===== src/rtl/wmem_ctrl_if.sv =====
// Weight-memory controller bus: load stream, read job control and the
// memory-side write/read port, bundled so the controller and its driver
// see one connection.
interface wmem_ctrl_if #(
    parameter int DATA_WIDTH    = 8,
    parameter int ROW_NUM       = 6,
    parameter int ADDR_WIDTH    = 7,
    parameter int ROW_WGT_WIDTH = DATA_WIDTH * ROW_NUM,
    parameter int REP_WIDTH     = 4
);
    logic                     i_ld_start;
    logic [ADDR_WIDTH-1:0]    i_ld_base;
    logic [ADDR_WIDTH:0]      i_ld_len;
    logic                     i_ld_valid;
    logic [ROW_WGT_WIDTH-1:0] i_ld_data;
    logic                     o_ld_ready;
    logic                     i_rd_start;
    logic [ADDR_WIDTH-1:0]    i_rd_base;
    logic [ADDR_WIDTH:0]      i_rd_len;
    logic [REP_WIDTH-1:0]     i_rd_rep;
    logic                     i_rd_stall;
    logic                     o_wr_en;
    logic [ADDR_WIDTH-1:0]    o_wr_addr;
    logic [ROW_WGT_WIDTH-1:0] o_wr_data;
    logic                     o_rd_en;
    logic [ADDR_WIDTH-1:0]    o_rd_addr;
    logic                     o_rd_valid;
    logic                     o_rd_last;
    logic                     o_busy;
    logic                     o_done;

    modport master (
        output i_ld_start, i_ld_base, i_ld_len, i_ld_valid, i_ld_data,
        output i_rd_start, i_rd_base, i_rd_len, i_rd_rep, i_rd_stall,
        input  o_ld_ready, o_wr_en, o_wr_addr, o_wr_data,
        input  o_rd_en, o_rd_addr, o_rd_valid, o_rd_last, o_busy, o_done
    );

    modport slave (
        input  i_ld_start, i_ld_base, i_ld_len, i_ld_valid, i_ld_data,
        input  i_rd_start, i_rd_base, i_rd_len, i_rd_rep, i_rd_stall,
        output o_ld_ready, o_wr_en, o_wr_addr, o_wr_data,
        output o_rd_en, o_rd_addr, o_rd_valid, o_rd_last, o_busy, o_done
    );
endinterface


===== src/rtl/wmem_ctrl.sv =====
// Weight-memory controller: streams load beats into the weight memory and
// replays a row window for a number of passes, with a 1-cycle read latency.
//
// state | meaning
// IDLE  | waiting for a start; zero-length starts only pulse done
// LOAD  | accepting load beats, one row written per accepted beat
// READ  | issuing row reads, stall holds the issue
// DRAIN | last row's read data returns, flagged as last
module wmem_ctrl #(
    parameter int DATA_WIDTH    = 8,
    parameter int ROW_NUM       = 6,
    parameter int ADDR_WIDTH    = 7,
    parameter int ROW_WGT_WIDTH = DATA_WIDTH * ROW_NUM,
    parameter int REP_WIDTH     = 4
) (
    input  logic       i_clk,
    input  logic       i_rst,
    wmem_ctrl_if.slave bus
);

    typedef enum logic [1:0] {IDLE, LOAD, READ, DRAIN} state_t;

    localparam logic [ADDR_WIDTH:0]  LEN_ONE = 1;
    localparam logic [REP_WIDTH-1:0] REP_ONE = 1;

    state_t                   state_q, state_nxt;
    logic [ADDR_WIDTH-1:0]    base_q, base_nxt;
    logic [ADDR_WIDTH:0]      len_q, len_nxt;
    logic [REP_WIDTH-1:0]     rep_q, rep_nxt;
    logic [ADDR_WIDTH:0]      cnt_q, cnt_nxt;     // beat_count in LOAD, row_idx in READ
    logic [REP_WIDTH-1:0]     pass_q, pass_nxt;
    logic                     done_q, done_nxt;
    logic                     rd_valid_q;

    logic                     run;
    logic                     wr_en, rd_en;
    logic [ADDR_WIDTH-1:0]    addr;
    logic [ROW_WGT_WIDTH-1:0] wr_data;

    // Outputs are forced low while reset is held, even before the state register clears.
    assign run     = ~i_rst;
    assign addr    = base_q + cnt_q[ADDR_WIDTH-1:0];
    assign wr_en   = run & (state_q == LOAD) & bus.i_ld_valid;
    assign rd_en   = run & (state_q == READ) & ~bus.i_rd_stall;
    assign wr_data = wr_en ? bus.i_ld_data : '0;

    assign bus.o_ld_ready = run & (state_q == LOAD);
    assign bus.o_wr_en    = wr_en;
    assign bus.o_wr_addr  = wr_en ? addr : '0;
    assign bus.o_wr_data  = wr_data;
    assign bus.o_rd_en    = rd_en;
    assign bus.o_rd_addr  = rd_en ? addr : '0;
    assign bus.o_rd_valid = run & rd_valid_q;
    assign bus.o_rd_last  = run & rd_valid_q & (state_q == DRAIN);
    assign bus.o_busy     = run & (state_q != IDLE);
    assign bus.o_done     = run & done_q;

    // State, job fields and counters; reset aborts any job without a done pulse.
    always_ff @(posedge i_clk) begin
        if (i_rst) begin
            state_q    <= IDLE;
            base_q     <= '0;
            len_q      <= '0;
            rep_q      <= '0;
            cnt_q      <= '0;
            pass_q     <= '0;
            done_q     <= 1'b0;
            rd_valid_q <= 1'b0;
        end else begin
            state_q    <= state_nxt;
            base_q     <= base_nxt;
            len_q      <= len_nxt;
            rep_q      <= rep_nxt;
            cnt_q      <= cnt_nxt;
            pass_q     <= pass_nxt;
            done_q     <= done_nxt;
            rd_valid_q <= rd_en;
        end
    end

    // Next-state, job latching and counter advance.
    always_comb begin
        state_nxt = state_q;
        base_nxt  = base_q;
        len_nxt   = len_q;
        rep_nxt   = rep_q;
        cnt_nxt   = cnt_q;
        pass_nxt  = pass_q;
        done_nxt  = 1'b0;
        case (state_q)
            IDLE: begin
                if (bus.i_ld_start) begin
                    if (bus.i_ld_len == '0) begin
                        done_nxt = 1'b1;
                    end else begin
                        state_nxt = LOAD;
                        base_nxt  = bus.i_ld_base;
                        len_nxt   = bus.i_ld_len;
                        cnt_nxt   = '0;
                    end
                end else if (bus.i_rd_start) begin
                    if (bus.i_rd_len == '0 || bus.i_rd_rep == '0) begin
                        done_nxt = 1'b1;
                    end else begin
                        state_nxt = READ;
                        base_nxt  = bus.i_rd_base;
                        len_nxt   = bus.i_rd_len;
                        rep_nxt   = bus.i_rd_rep;
                        cnt_nxt   = '0;
                        pass_nxt  = '0;
                    end
                end
            end
            LOAD: begin
                if (bus.i_ld_valid) begin
                    if (cnt_q == len_q - LEN_ONE) begin
                        state_nxt = IDLE;
                        cnt_nxt   = '0;
                        done_nxt  = 1'b1;
                    end else begin
                        cnt_nxt = cnt_q + LEN_ONE;
                    end
                end
            end
            READ: begin
                if (!bus.i_rd_stall) begin
                    if (cnt_q == len_q - LEN_ONE) begin
                        cnt_nxt = '0;
                        if (pass_q == rep_q - REP_ONE) begin
                            state_nxt = DRAIN;
                            pass_nxt  = '0;
                        end else begin
                            pass_nxt = pass_q + REP_ONE;
                        end
                    end else begin
                        cnt_nxt = cnt_q + LEN_ONE;
                    end
                end
            end
            DRAIN: begin
                state_nxt = IDLE;
                done_nxt  = 1'b1;
            end
            default: state_nxt = IDLE;
        endcase
    end

endmodule


===== src/flat_wrapper.sv =====
// flat-port wrapper written by rule: the top's interface ports become plain ports
module wmem_ctrl_flat 
#(
    parameter int DATA_WIDTH    = 8,
    parameter int ROW_NUM       = 6,
    parameter int ADDR_WIDTH    = 7,
    parameter int ROW_WGT_WIDTH = DATA_WIDTH * ROW_NUM,
    parameter int REP_WIDTH     = 4
)
  (i_clk, i_rst, bus_i_ld_start, bus_i_ld_base, bus_i_ld_len, bus_i_ld_valid, bus_i_ld_data, bus_i_rd_start, bus_i_rd_base, bus_i_rd_len, bus_i_rd_rep, bus_i_rd_stall, bus_o_ld_ready, bus_o_wr_en, bus_o_wr_addr, bus_o_wr_data, bus_o_rd_en, bus_o_rd_addr, bus_o_rd_valid, bus_o_rd_last, bus_o_busy, bus_o_done);
  wmem_ctrl_if #(.DATA_WIDTH(DATA_WIDTH), .ROW_NUM(ROW_NUM), .ADDR_WIDTH(ADDR_WIDTH), .ROW_WGT_WIDTH(ROW_WGT_WIDTH), .REP_WIDTH(REP_WIDTH)) bus_i ();
  input  logic i_clk;
  input  logic i_rst;
  input wire logic [$bits(bus_i.i_ld_start)-1:0] bus_i_ld_start;
  input wire logic [$bits(bus_i.i_ld_base)-1:0] bus_i_ld_base;
  input wire logic [$bits(bus_i.i_ld_len)-1:0] bus_i_ld_len;
  input wire logic [$bits(bus_i.i_ld_valid)-1:0] bus_i_ld_valid;
  input wire logic [$bits(bus_i.i_ld_data)-1:0] bus_i_ld_data;
  input wire logic [$bits(bus_i.i_rd_start)-1:0] bus_i_rd_start;
  input wire logic [$bits(bus_i.i_rd_base)-1:0] bus_i_rd_base;
  input wire logic [$bits(bus_i.i_rd_len)-1:0] bus_i_rd_len;
  input wire logic [$bits(bus_i.i_rd_rep)-1:0] bus_i_rd_rep;
  input wire logic [$bits(bus_i.i_rd_stall)-1:0] bus_i_rd_stall;
  output wire logic [$bits(bus_i.o_ld_ready)-1:0] bus_o_ld_ready;
  output wire logic [$bits(bus_i.o_wr_en)-1:0] bus_o_wr_en;
  output wire logic [$bits(bus_i.o_wr_addr)-1:0] bus_o_wr_addr;
  output wire logic [$bits(bus_i.o_wr_data)-1:0] bus_o_wr_data;
  output wire logic [$bits(bus_i.o_rd_en)-1:0] bus_o_rd_en;
  output wire logic [$bits(bus_i.o_rd_addr)-1:0] bus_o_rd_addr;
  output wire logic [$bits(bus_i.o_rd_valid)-1:0] bus_o_rd_valid;
  output wire logic [$bits(bus_i.o_rd_last)-1:0] bus_o_rd_last;
  output wire logic [$bits(bus_i.o_busy)-1:0] bus_o_busy;
  output wire logic [$bits(bus_i.o_done)-1:0] bus_o_done;
  assign bus_i.i_ld_start = bus_i_ld_start;
  assign bus_i.i_ld_base = bus_i_ld_base;
  assign bus_i.i_ld_len = bus_i_ld_len;
  assign bus_i.i_ld_valid = bus_i_ld_valid;
  assign bus_i.i_ld_data = bus_i_ld_data;
  assign bus_i.i_rd_start = bus_i_rd_start;
  assign bus_i.i_rd_base = bus_i_rd_base;
  assign bus_i.i_rd_len = bus_i_rd_len;
  assign bus_i.i_rd_rep = bus_i_rd_rep;
  assign bus_i.i_rd_stall = bus_i_rd_stall;
  assign bus_o_ld_ready = bus_i.o_ld_ready;
  assign bus_o_wr_en = bus_i.o_wr_en;
  assign bus_o_wr_addr = bus_i.o_wr_addr;
  assign bus_o_wr_data = bus_i.o_wr_data;
  assign bus_o_rd_en = bus_i.o_rd_en;
  assign bus_o_rd_addr = bus_i.o_rd_addr;
  assign bus_o_rd_valid = bus_i.o_rd_valid;
  assign bus_o_rd_last = bus_i.o_rd_last;
  assign bus_o_busy = bus_i.o_busy;
  assign bus_o_done = bus_i.o_done;
  wmem_ctrl #(.DATA_WIDTH(DATA_WIDTH), .ROW_NUM(ROW_NUM), .ADDR_WIDTH(ADDR_WIDTH), .ROW_WGT_WIDTH(ROW_WGT_WIDTH), .REP_WIDTH(REP_WIDTH)) u_core (.i_clk(i_clk), .i_rst(i_rst), .bus(bus_i));
endmodule

===== config.mk =====
export PLATFORM = sky130hd
export DESIGN_NAME = wmem_ctrl_flat
export DESIGN_NICKNAME = d
export VERILOG_FILES = /design/src/rtl/wmem_ctrl_if.sv /design/src/rtl/wmem_ctrl.sv /design/src/flat_wrapper.sv
export SDC_FILE = /design/constraint.sdc
export NUM_CORES = 1
export LEC_CHECK = 0
export CAP_MARGIN = 20
export CORE_ASPECT_RATIO = 0.75
export CORE_MARGIN = 10
export CORE_UTILIZATION = 30
export CTS_CLUSTER_SIZE = 20
export DETAILED_ROUTE_END_ITERATION = 10
export PLACE_DENSITY = 0.73
export SLEW_MARGIN = 20
export SYNTH_ARGS = -nofsm -noshare
export SYNTH_HDL_FRONTEND = slang
export SYNTH_SLANG_ARGS = --single-unit

===== constraint.sdc =====
create_clock -name i_clk -period 4.5 [get_ports i_clk]
set_clock_uncertainty 0.15 [all_clocks]
set_input_delay 0.45 -clock i_clk [delete_from_list [all_inputs] [get_ports i_clk]]
set_output_delay 0.45 -clock i_clk [all_outputs]
set_load 0.005 [all_outputs]

==> metrics.yaml <==
period_needed_ns: 3.336
layout-drive-gt1-share_pct: 4.864
synth.distinct_cells: 46
diodes: 0
ys_ff_latch: 35
cts_tree: "done"
rsz0062_at_grt: "false"
via_per_inst: 4.922
worst_ir_drop_vdd_mv: 0.1858
worstPathArrival_ns: 2.74
synthesis.area_mm2: 0.002853
fp.dieH_um: 104.5
timing_max_transition_violations_final: 0
startpoint_type: "register"
wirelength_mm: 10.37
place_ws_ns: 1.287
yosysSeqAreaShare_pct: 24.56
setup_violations: 0
slew-limit-headroom_pct: 52.69
timing.final.ws_setup_ns: 1.164
core_mm2: 0.009159
wl_per_cell_um: 16.16
dr.max_layer_used: "met4"
die_x_um: 132.6
outcome: "finished clean"
path_class: "reg2out"
clk_latency_ns: 0.28
ios: 157
met3WireLength_um: 863
drt_pass1_iterations: 4
cts_num_sinks: 35
instances_no_fill: 642
antenna_found_initial: 0
cts_resized: 0
p_leak_nw: 2.001
wl_met1_mm: 4.772
clkTransAtPathRegs_ns: 0.05
min_period_over_period_pct: 74.12
place.gp.congestion: 0.8501
start_util_pct: 31.15
crit_path_end_kind: "output port"
num_vias: 3160
postCtsSetupRepairBufs: 0
syn-num-nets: 473
rrSetupSlack_ns: 1.86
hold_class: "reg2reg"
grt_start_max_net_pins: 37
syn_to_final_growth_pct: 62.98
row_count: 30
maxCapViolCount: 0
grt_pass1_vias: 3082
wl_met2_mm: 4.644
r2r_end: "u_core.pass_q[3]$_SDFFE_PP0P_"
synth_edf_count: 0
powerDensity_mw_per_mm2: 342.1
io_buffers: 156
grt_pass1_wl_mm: 16.48
antenna_left: 0
final_nets: 617
max_freq_ghz: 0.2998
cts_hold_buf: 0
cts_root_buf: "clkbuf_16"
die_area_mm2: 0.01385
netlist_instances: 369
hpwl_mm: 8.731
cts-buffers-inserted: 5
yosys_warnings: 0
required_ns: 3.90
final_cell_mix: "156 x clkdlybuf4s50_1, 52 x and3_1, 45 x nor2_1, 35 x dfxtp_1, 24 x inv_1"
async_flop_share_pct: 0
r2r_cells: 9
hold_path_end: "u_core.pass_q[3]$_SDFFE_PP0P_"
drtIter0Drc: 177
drc_errors: 0
clockBufferDepth: 2
holdWs_ns: 0.3509
h-tree-depth: 2
tightestPinTransition_ns: 0.7097
hold_depth: 1
r2r_start: "u_core.len_q[0]$_SDFFE_PP0P_"
final_common_cell: "clkdlybuf4s50_1"
grt-ovfl-total: 0
final.setup.tns_ns: 0
path_max_fanout: 7
syn_area_per_cell_um2: 7.731
min_from: "u_core.pass_q[3]$_SDFFE_PP0P_"
utilization_pct: 50.77
synthFlopType: "dfxtp_1"
track_usage_pct: 14.20
post-place-cells: 634
hold_viol: 0
## layout make-up
class	count	area, um^2
clock buffers	7	132.6
well taps	128	160.2
fillers	898	4509
flip-flops and latches	35	700.7
multi-input cells	286	1962
repair buffers	161	1599
inverters	24	90.09
clock inverters	1	5.005
## metal layers
metal	up-vias	global-route usage, %
li1	1609	-
met1	1410	17.41
met2	131	23.19
met3	10	5.212
met4	0	2.900
met5	-	0
## through the flow
stage	cell area [um^2]	power, mW
final	4649	1.591
after global routing	4649	1.723
after CTS	4649	1.600
after detailed placement	4512	1.266
after global placement	4512	1.242
after floorplan	2853	0.9898
## where the power goes
| part | switching (mW) | total [mW] | internal (mW) |
|---|---|---|---|
| Clock | 0.121 | 0.325 | 0.204 |
| Sequential | 0.0823 | 0.458 | 0.376 |
| Combinational | 0.430 | 0.807 | 0.377 |
## flip-flops by register name (all words and copies together), names as in the netlist
signal / flops
u_core.len_q: 8
u_core.cnt_q: 8
u_core.base_q: 7
u_core.done_q: 1
u_core.rd_valid_q: 1
u_core.pass_q: 4
u_core.rep_q: 4
u_core.state_q: 2
## synthesized netlist by cell type (3+ instances only)
cell type / count / area share [%]
a211oi_1: 15 / 3.9
a21oi_1: 21 / 3.7
and2_1: 3 / 0.66
and3_1: 52 / 11
clkbuf_1: 22 / 2.9
dfxtp_1: 35 / 25
ha_1: 15 / 6.6
inv_1: 24 / 3.2
mux2i_1: 20 / 7.0
nand2_1: 10 / 1.3
nand2b_1: 4 / 0.88
nand3_1: 13 / 2.3
nand4_1: 7 / 1.5
nor2_1: 45 / 5.9
nor2b_1: 5 / 1.1
nor3_1: 6 / 1.1
o21ai_0: 9 / 1.6
o21ai_2: 4 / 1.2
o41ai_1: 3 / 0.92
or4_1: 4 / 1.1
xnor2_1: 11 / 3.4
xor2_1: 10 / 3.1
## critical path, cell delays in order (launching register included)
cell             delay (ns)
dfxtp_1                0.39
ha_1                   0.27
fa_1                   0.41
a21o_1                 0.20
a21oi_1                0.21
o21bai_1               0.09
a21oi_1                0.17
xnor2_1                0.11
nor2_1                 0.09
clkdlybuf4s50_1        0.52
## cells by family after synthesis
| family | Yosys count | share of synthesized area [%] |
|---|---|---|
| AO/OA/AOI/OAI | 70 | 17.59 |
| adder cells (fa/ha/maj) | 16 | 7.281 |
| buffers and inverters | 48 | 6.842 |
| XOR/XNOR | 21 | 6.447 |
| multiplexers | 20 | 7.017 |
| flip-flops | 35 | 24.56 |
| AND/OR/NAND/NOR | 159 | 30.26 |
## worst max path at each step
stage	end	start	slack [ns]
4_1_cts	bus_o_rd_addr[6]	u_core.cnt_q[0]$_SDFFE_PP0P_	1.14
2_1_floorplan	u_core.pass_q[1]$_SDFFE_PP0P_	u_core.len_q[0]$_SDFFE_PP0P_	2.08
6_report	bus_o_wr_addr[6]	u_core.cnt_q[0]$_SDFFE_PP0P_	1.16
3_3_place_gp	bus_o_rd_addr[0]	i_rst	1.36
5_1_grt	bus_o_wr_addr[6]	u_core.cnt_q[0]$_SDFFE_PP0P_	0.96
3_5_place_dp	bus_o_wr_addr[3]	i_rst	1.29
Note: power is estimated with default switching activity, not from simulation.
